**config.mk**
```make
export PLATFORM = sky130hd
export DESIGN_NAME = axis_dac_prefill_buffer
export DESIGN_NICKNAME = d
export VERILOG_FILES = /design/src/rtl/axis_dac_prefill_buffer.sv
export SDC_FILE = /design/constraint.sdc
export NUM_CORES = 1
export LEC_CHECK = 0
export CORE_MARGIN = 2
export CORE_UTILIZATION = 60
export DETAILED_ROUTE_END_ITERATION = 12
export PLACE_DENSITY_LB_ADDON = 0.08
export SLEW_MARGIN = 20
export SYNTH_ARGS = -nofsm -noshare
export SYNTH_HDL_FRONTEND = slang
export SYNTH_SLANG_ARGS = --single-unit
```
**constraint.sdc**
```tcl
create_clock -name aclk -period 10.7 [get_ports aclk]
set_input_delay 2.14 -clock aclk [delete_from_list [all_inputs] [get_ports aclk]]
set_output_delay 2.14 -clock aclk [all_outputs]
set_load 0.05 [all_outputs]
```
**src/rtl/axis_dac_prefill_buffer.sv**
```systemverilog
// Prefill FIFO between the DMA gate stage and the RFDC DAC stream input.
// Holds playback until prefilled, then streams continuously with zero fill.
module axis_dac_prefill_buffer #(
    parameter int DATA_WIDTH    = 16,
    parameter int ADDR_WIDTH    = 6,
    parameter int PREFILL_LEVEL = 32,
    parameter int FLUSH_TIMEOUT = 16,
    parameter int END_GAP       = 8,
    parameter int CNT_WIDTH     = 16
) (
    input  logic                  aclk,
    input  logic                  areset,
    input  logic [DATA_WIDTH-1:0] s_axis_tdata,
    input  logic                  s_axis_tvalid,
    output logic                  s_axis_tready,
    output logic [DATA_WIDTH-1:0] m_axis_tdata,
    output logic                  m_axis_tvalid,
    input  logic                  m_axis_tready,
    input  logic                  clear_count,
    output logic [CNT_WIDTH-1:0]  underflow_count,
    output logic [ADDR_WIDTH:0]   fill_level,
    output logic [1:0]            state_o
);
    localparam int DEPTH = 2 ** ADDR_WIDTH;
    localparam int AW1   = ADDR_WIDTH + 1;
    localparam int TW    = $clog2(FLUSH_TIMEOUT + 1);
    localparam int GW    = $clog2(END_GAP + 1);

    localparam logic [ADDR_WIDTH:0] FULL_LVL = {1'b1, {ADDR_WIDTH{1'b0}}};
    localparam logic [ADDR_WIDTH:0] PRE_LVL  = AW1'(PREFILL_LEVEL);
    localparam logic [TW-1:0]       T_LAST   = TW'(FLUSH_TIMEOUT - 1);
    localparam logic [GW-1:0]       G_LAST   = GW'(END_GAP - 1);

    typedef enum logic [1:0] {
        S_IDLE    = 2'd0,
        S_PREFILL = 2'd1,
        S_STREAM  = 2'd2
    } state_t;

    state_t                r_state;
    logic [DATA_WIDTH-1:0] r_mem [DEPTH];
    logic [ADDR_WIDTH:0]   r_wr_ptr;
    logic [ADDR_WIDTH:0]   r_rd_ptr;
    logic [DATA_WIDTH-1:0] r_m_tdata;
    logic                  r_run;
    logic [TW-1:0]         r_timer;
    logic [GW-1:0]         r_gap;
    logic [CNT_WIDTH-1:0]  r_ucount;

    logic [ADDR_WIDTH:0]   w_fill;
    logic                  w_full;
    logic                  w_empty;
    logic                  w_wr;
    logic                  w_beat;
    logic                  w_rd;
    logic                  w_under;
    logic                  w_flush;

    // Extra pointer bit separates full from empty.
    assign w_fill  = r_wr_ptr - r_rd_ptr;
    assign w_full  = (w_fill == FULL_LVL);
    assign w_empty = (w_fill == '0);
    assign w_wr    = s_axis_tvalid && s_axis_tready;
    assign w_beat  = r_run && m_axis_tready;
    assign w_rd    = (r_state == S_STREAM) && w_beat && !w_empty;
    assign w_under = (r_state == S_STREAM) && w_beat && w_empty;
    assign w_flush = !w_wr && (r_timer == T_LAST);

    assign s_axis_tready   = r_run && !w_full;
    assign m_axis_tvalid   = r_run;
    assign m_axis_tdata    = r_m_tdata;
    assign underflow_count = r_ucount;
    assign fill_level      = w_fill;
    assign state_o         = r_state;

    always_ff @(posedge aclk) begin
        if (w_wr) begin
            r_mem[r_wr_ptr[ADDR_WIDTH-1:0]] <= s_axis_tdata;
        end
    end

    always_ff @(posedge aclk or posedge areset) begin
        if (areset) begin
            r_state   <= S_IDLE;
            r_run     <= 1'b0;
            r_wr_ptr  <= '0;
            r_rd_ptr  <= '0;
            r_m_tdata <= '0;
            r_timer   <= '0;
            r_gap     <= '0;
        end else begin
            r_run <= 1'b1;
            if (w_wr) begin
                r_wr_ptr <= r_wr_ptr + 1'b1;
            end
            if (w_rd) begin
                r_rd_ptr <= r_rd_ptr + 1'b1;
            end
            unique case (r_state)
                S_IDLE: begin
                    r_timer <= '0;
                    r_gap   <= '0;
                    if (w_beat) begin
                        r_m_tdata <= '0;
                    end
                    if (!w_empty) begin
                        r_state <= S_PREFILL;
                    end
                end
                S_PREFILL: begin
                    if (w_beat) begin
                        r_m_tdata <= '0;
                    end
                    if (w_wr) begin
                        r_timer <= '0;
                    end else begin
                        r_timer <= r_timer + 1'b1;
                    end
                    // Timer value FLUSH_TIMEOUT is reached on this edge.
                    if (w_fill >= PRE_LVL || w_flush) begin
                        r_state <= S_STREAM;
                        r_timer <= '0;
                    end
                end
                S_STREAM: begin
                    if (w_beat) begin
                        if (!w_empty) begin
                            r_m_tdata <= r_mem[r_rd_ptr[ADDR_WIDTH-1:0]];
                            r_gap     <= '0;
                        end else begin
                            r_m_tdata <= '0;
                            if (r_gap == G_LAST) begin
                                r_gap   <= '0;
                                r_state <= S_IDLE;
                            end else begin
                                r_gap <= r_gap + 1'b1;
                            end
                        end
                    end
                end
                default: begin
                    r_state <= S_IDLE;
                end
            endcase
        end
    end

    always_ff @(posedge aclk or posedge areset) begin
        if (areset) begin
            r_ucount <= '0;
        end else if (clear_count) begin
            r_ucount <= '0;
        end else if (w_under && r_gap == '0 && r_ucount != '1) begin
            r_ucount <= r_ucount + 1'b1;
        end
    end

endmodule

```
==> reports/results.tsv <==
metric	value	unit
synth-seq-cells	1082	
crit_family	buffers and inverters	
antenna_found_initial	2	
cp_num_buf_inv	3	
seqPwrFrac	40.8	%
grt.total_usage	28.5	%
nNetsFinal	2275	
cp-startpoint	r_rd_ptr[5]$_DFFE_PP0P_	
finalHoldViolCount	0	
synth_top_area_share	72.3	%
area_growth	12.5	%
clock_skew	0.0304	ns
syn_avg_cell_area	20.4	um^2
synth_edf_count	1024	
seqCellArea	0.0322	mm^2
wl_met1	41.1	mm
drt_wl_total	102	mm
worstSetupPathType	flop to output port	
end_kind	output port	
grt_max_degree	66	
status	complete, no violations	
critPathMaxStageDelay	0.90	ns
p_leak	15.4	nW
synth_area_leaders	edfxtp_1 72%, mux4_2 13%, dfrtp_1 3.4%, mux2i_1 1.6%, nor2_1 0.81%	
reg2regPathDepth	9	
setup_viol	0	
crit_required	8.56	ns
synth_ff_type	edfxtp_1	
setup_slack	3.43	ns
cts_root_buf	clkbuf_16	
reg2reg_to	m_axis_tdata[15]$_DFFE_PP0P_	
post_cts_buffers	0	
ys_warn_count	0	
fin_setup_tns	0	ns
drt-pass1-iter-count	5	
die_w	270	um
hold_buffers	0	
dp_hpwl	60.5	mm
netlist_instances	2086	
cts.path.max_buffers	3	
multiInputGateArea	0.00974	mm^2
ff2ff_setup_slack	5.37	ns
combPwrFrac	29.9	%
cap_viol_max_count	0	
finalMaxSlewViolations	0	
overflow	0	
fill_cells	4529	
vdd_drop_max	200	uV
dp_cells	3072	
synth-seq-area-share	75.7	%
vias	21700	
power_density	255	mW/mm^2
async_flop_share	5.36	%
routedWlPerCell	31.3	um
cp_cell_sequence	inv_1 > ha_1 > and2_1 > o21a_1 > or2_1 > nor2_2 > inv_2 > a21boi_0 > clkdlybuf4s50_1	
p_switching	3.98	mW
maxSlewHeadroom	28.2	%
power.internal	8.23	mW
first_iter_violations	2633	
io-pin-count	64	
slowest_stage	dfrtp_1	
io_buffers	63	
clock_power_share	29.2	%
diodes	0	
die_area	0.0730	mm^2
layout-drive-gt1-share	23.5	%
cts_sinks	1082	
critical_path_depth	9	
wl_met2	49.0	mm
final_cells	3268	
clk_pin_slew	0.07	ns
htree_levels	3	
synth_nets	2121	
reg2reg_from	r_rd_ptr[0]$_DFFE_PP0P_	
hold_ws	0.496	ns
yosys.area.top_type	edfxtp_1	
drt-vias-per-instance	6.63	
min_period	7.27	ns
ant_nets	0	
grt_pass1_vias	21500	
cts_tree	built	
swShare	32.6	%
syn-cell-area	0.0425	mm^2
cts_buffers	106	
worstSetupEndpoint	s_axis_tready	
start_util	60.6	%
rows	97	
drc	0	
p_total	12.2	mW
min_period_over_period	68.0	%
rsz0062_at_grt	no	
clock_latency	0.67	ns
crit_arrival	5.13	ns
wl_met3	8.36	mm
die_y	270	um
fp.coreArea	0.0701	mm^2
dp_slack	4.16	ns
highest_layer	met5	
gp_routability_congestion	0.896	
crit_fanout	24	
cts_resized	0	
fmax	0.137	GHz
min_path_type	flop to flop	
worstSetupStartpointType	flop	
grt_pass1_wl	149	mm
worst_slew_pin_slew	1.08	ns
ys_types	71	
-- cells in the mapped netlist (15+ instances only) --
library cell  instances
nand3_1              15
edfxtp_1           1024
buf_2                41
nor2_1               92
mux2i_1              70
mux2_2               27
inv_1                18
a221oi_1             25
o21ai_0              32
dfrtp_1              58
mux4_2              244
o22ai_1              15
clkbuf_1             61
a21oi_1              44
nor3_1               15
nand2_1              81
o221ai_1             32
-- worst register-to-register path: cells and delay by family (launching register included) --
family                 cells  cell delay [ns]
AO/OA/AOI/OAI              2             0.25
buffers and inverters      3             2.48
flip-flops                 1             1.01
multiplexers               2             1.21
AND/OR/NAND/NOR            2             0.24
-- logic make-up after synthesis --
group | synth area share, %
multiplexers | 15.3
buffers and inverters | 1.38
other | 0.00882
adder cells (fa/ha/maj) | 0.430
flip-flops | 75.7
AND/OR/NAND/NOR | 2.93
XOR/XNOR | 0.288
AO/OA/AOI/OAI | 3.91
-- layer usage --
layer  vias up  GRT usage [%]
li1       8990              -
met1     11400           41.7
met2      1070           44.5
met3       178           4.29
met4         2           10.6
met5         -              0
-- worst min path at each step --
stage | start | end | depth (start not counted) | slack (ns)
2_1_floorplan | r_timer[4]$_DFFE_PP0P_ | r_timer[4]$_DFFE_PP0P_ | 2 | 0.45
3_3_place_gp | r_timer[4]$_DFFE_PP0P_ | r_timer[4]$_DFFE_PP0P_ | 2 | 0.46
3_5_place_dp | r_timer[4]$_DFFE_PP0P_ | r_timer[4]$_DFFE_PP0P_ | 2 | 0.48
4_1_cts | r_wr_ptr[6]$_DFFE_PP0P_ | r_wr_ptr[6]$_DFFE_PP0P_ | 1 | 0.50
5_1_grt | r_rd_ptr[6]$_DFFE_PP0P_ | r_rd_ptr[6]$_DFFE_PP0P_ | 1 | 0.52
6_report | r_wr_ptr[6]$_DFFE_PP0P_ | r_wr_ptr[6]$_DFFE_PP0P_ | 1 | 0.50
-- registers in the layout (all words and copies together), names as in the netlist --
| register | count |
|---|---|
| m_axis_tdata | 16 |
| m_axis_tvalid | 1 |
| r_gap | 4 |
| r_mem | 1024 |
| r_rd_ptr | 7 |
| r_timer | 5 |
| r_wr_ptr | 7 |
| state_o | 2 |
| underflow_count | 16 |
-- placed cells by master (no fill, tap or decap), drive strengths merged, types with 8 or more instances in the layout --
master / n
a221oi: 25
o22ai: 15
mux2i: 70
o31ai: 11
or3: 9
a21oi: 44
nand3: 15
clkbuf: 142
clkdlybuf4s50: 47
mux4: 244
or4: 8
o221ai: 32
o21ai: 34
edfxtp: 1024
nand2: 81
inv: 22
xnor2: 13
mux2: 28
nor3: 15
nor2: 93
clkinv: 45
buf: 116
ha: 13
dfrtp: 58
o211ai: 19
-- power by group through the flow --
stage	Sequential, mW	Clock (mW)	Combinational [mW]
after floorplan	4.98	0	2.43
after global placement	5.07	0	3.64
after detailed placement	5.07	0	3.65
after CTS	4.98	3.62	3.66
after global routing	5.00	3.78	3.82
final	4.99	3.57	3.66
-- area by class of cell --
| cell class | count | area share (%) |
|---|---|---|
| sequential | 1082 | 67.3 |
| multi-input combinational | 866 | 20.4 |
| clock buffer | 142 | 6.04 |
| timing repair buffer | 163 | 2.73 |
| tap | 940 | 2.46 |
| clock inverter | 54 | 0.910 |
| inverter | 21 | 0.165 |
-- through the flow --
| step | area, um^2 | util, % |
|---|---|---|
| after floorplan | 42500 | - |
| after global placement | 44500 | 63.4 |
| after detailed placement | 44500 | 63.4 |
| after CTS | 47800 | 68.2 |
| after global routing | 47800 | 68.2 |
| final | 47800 | 68.2 |
No activity file was read; power rests on OpenSTA's default activity.
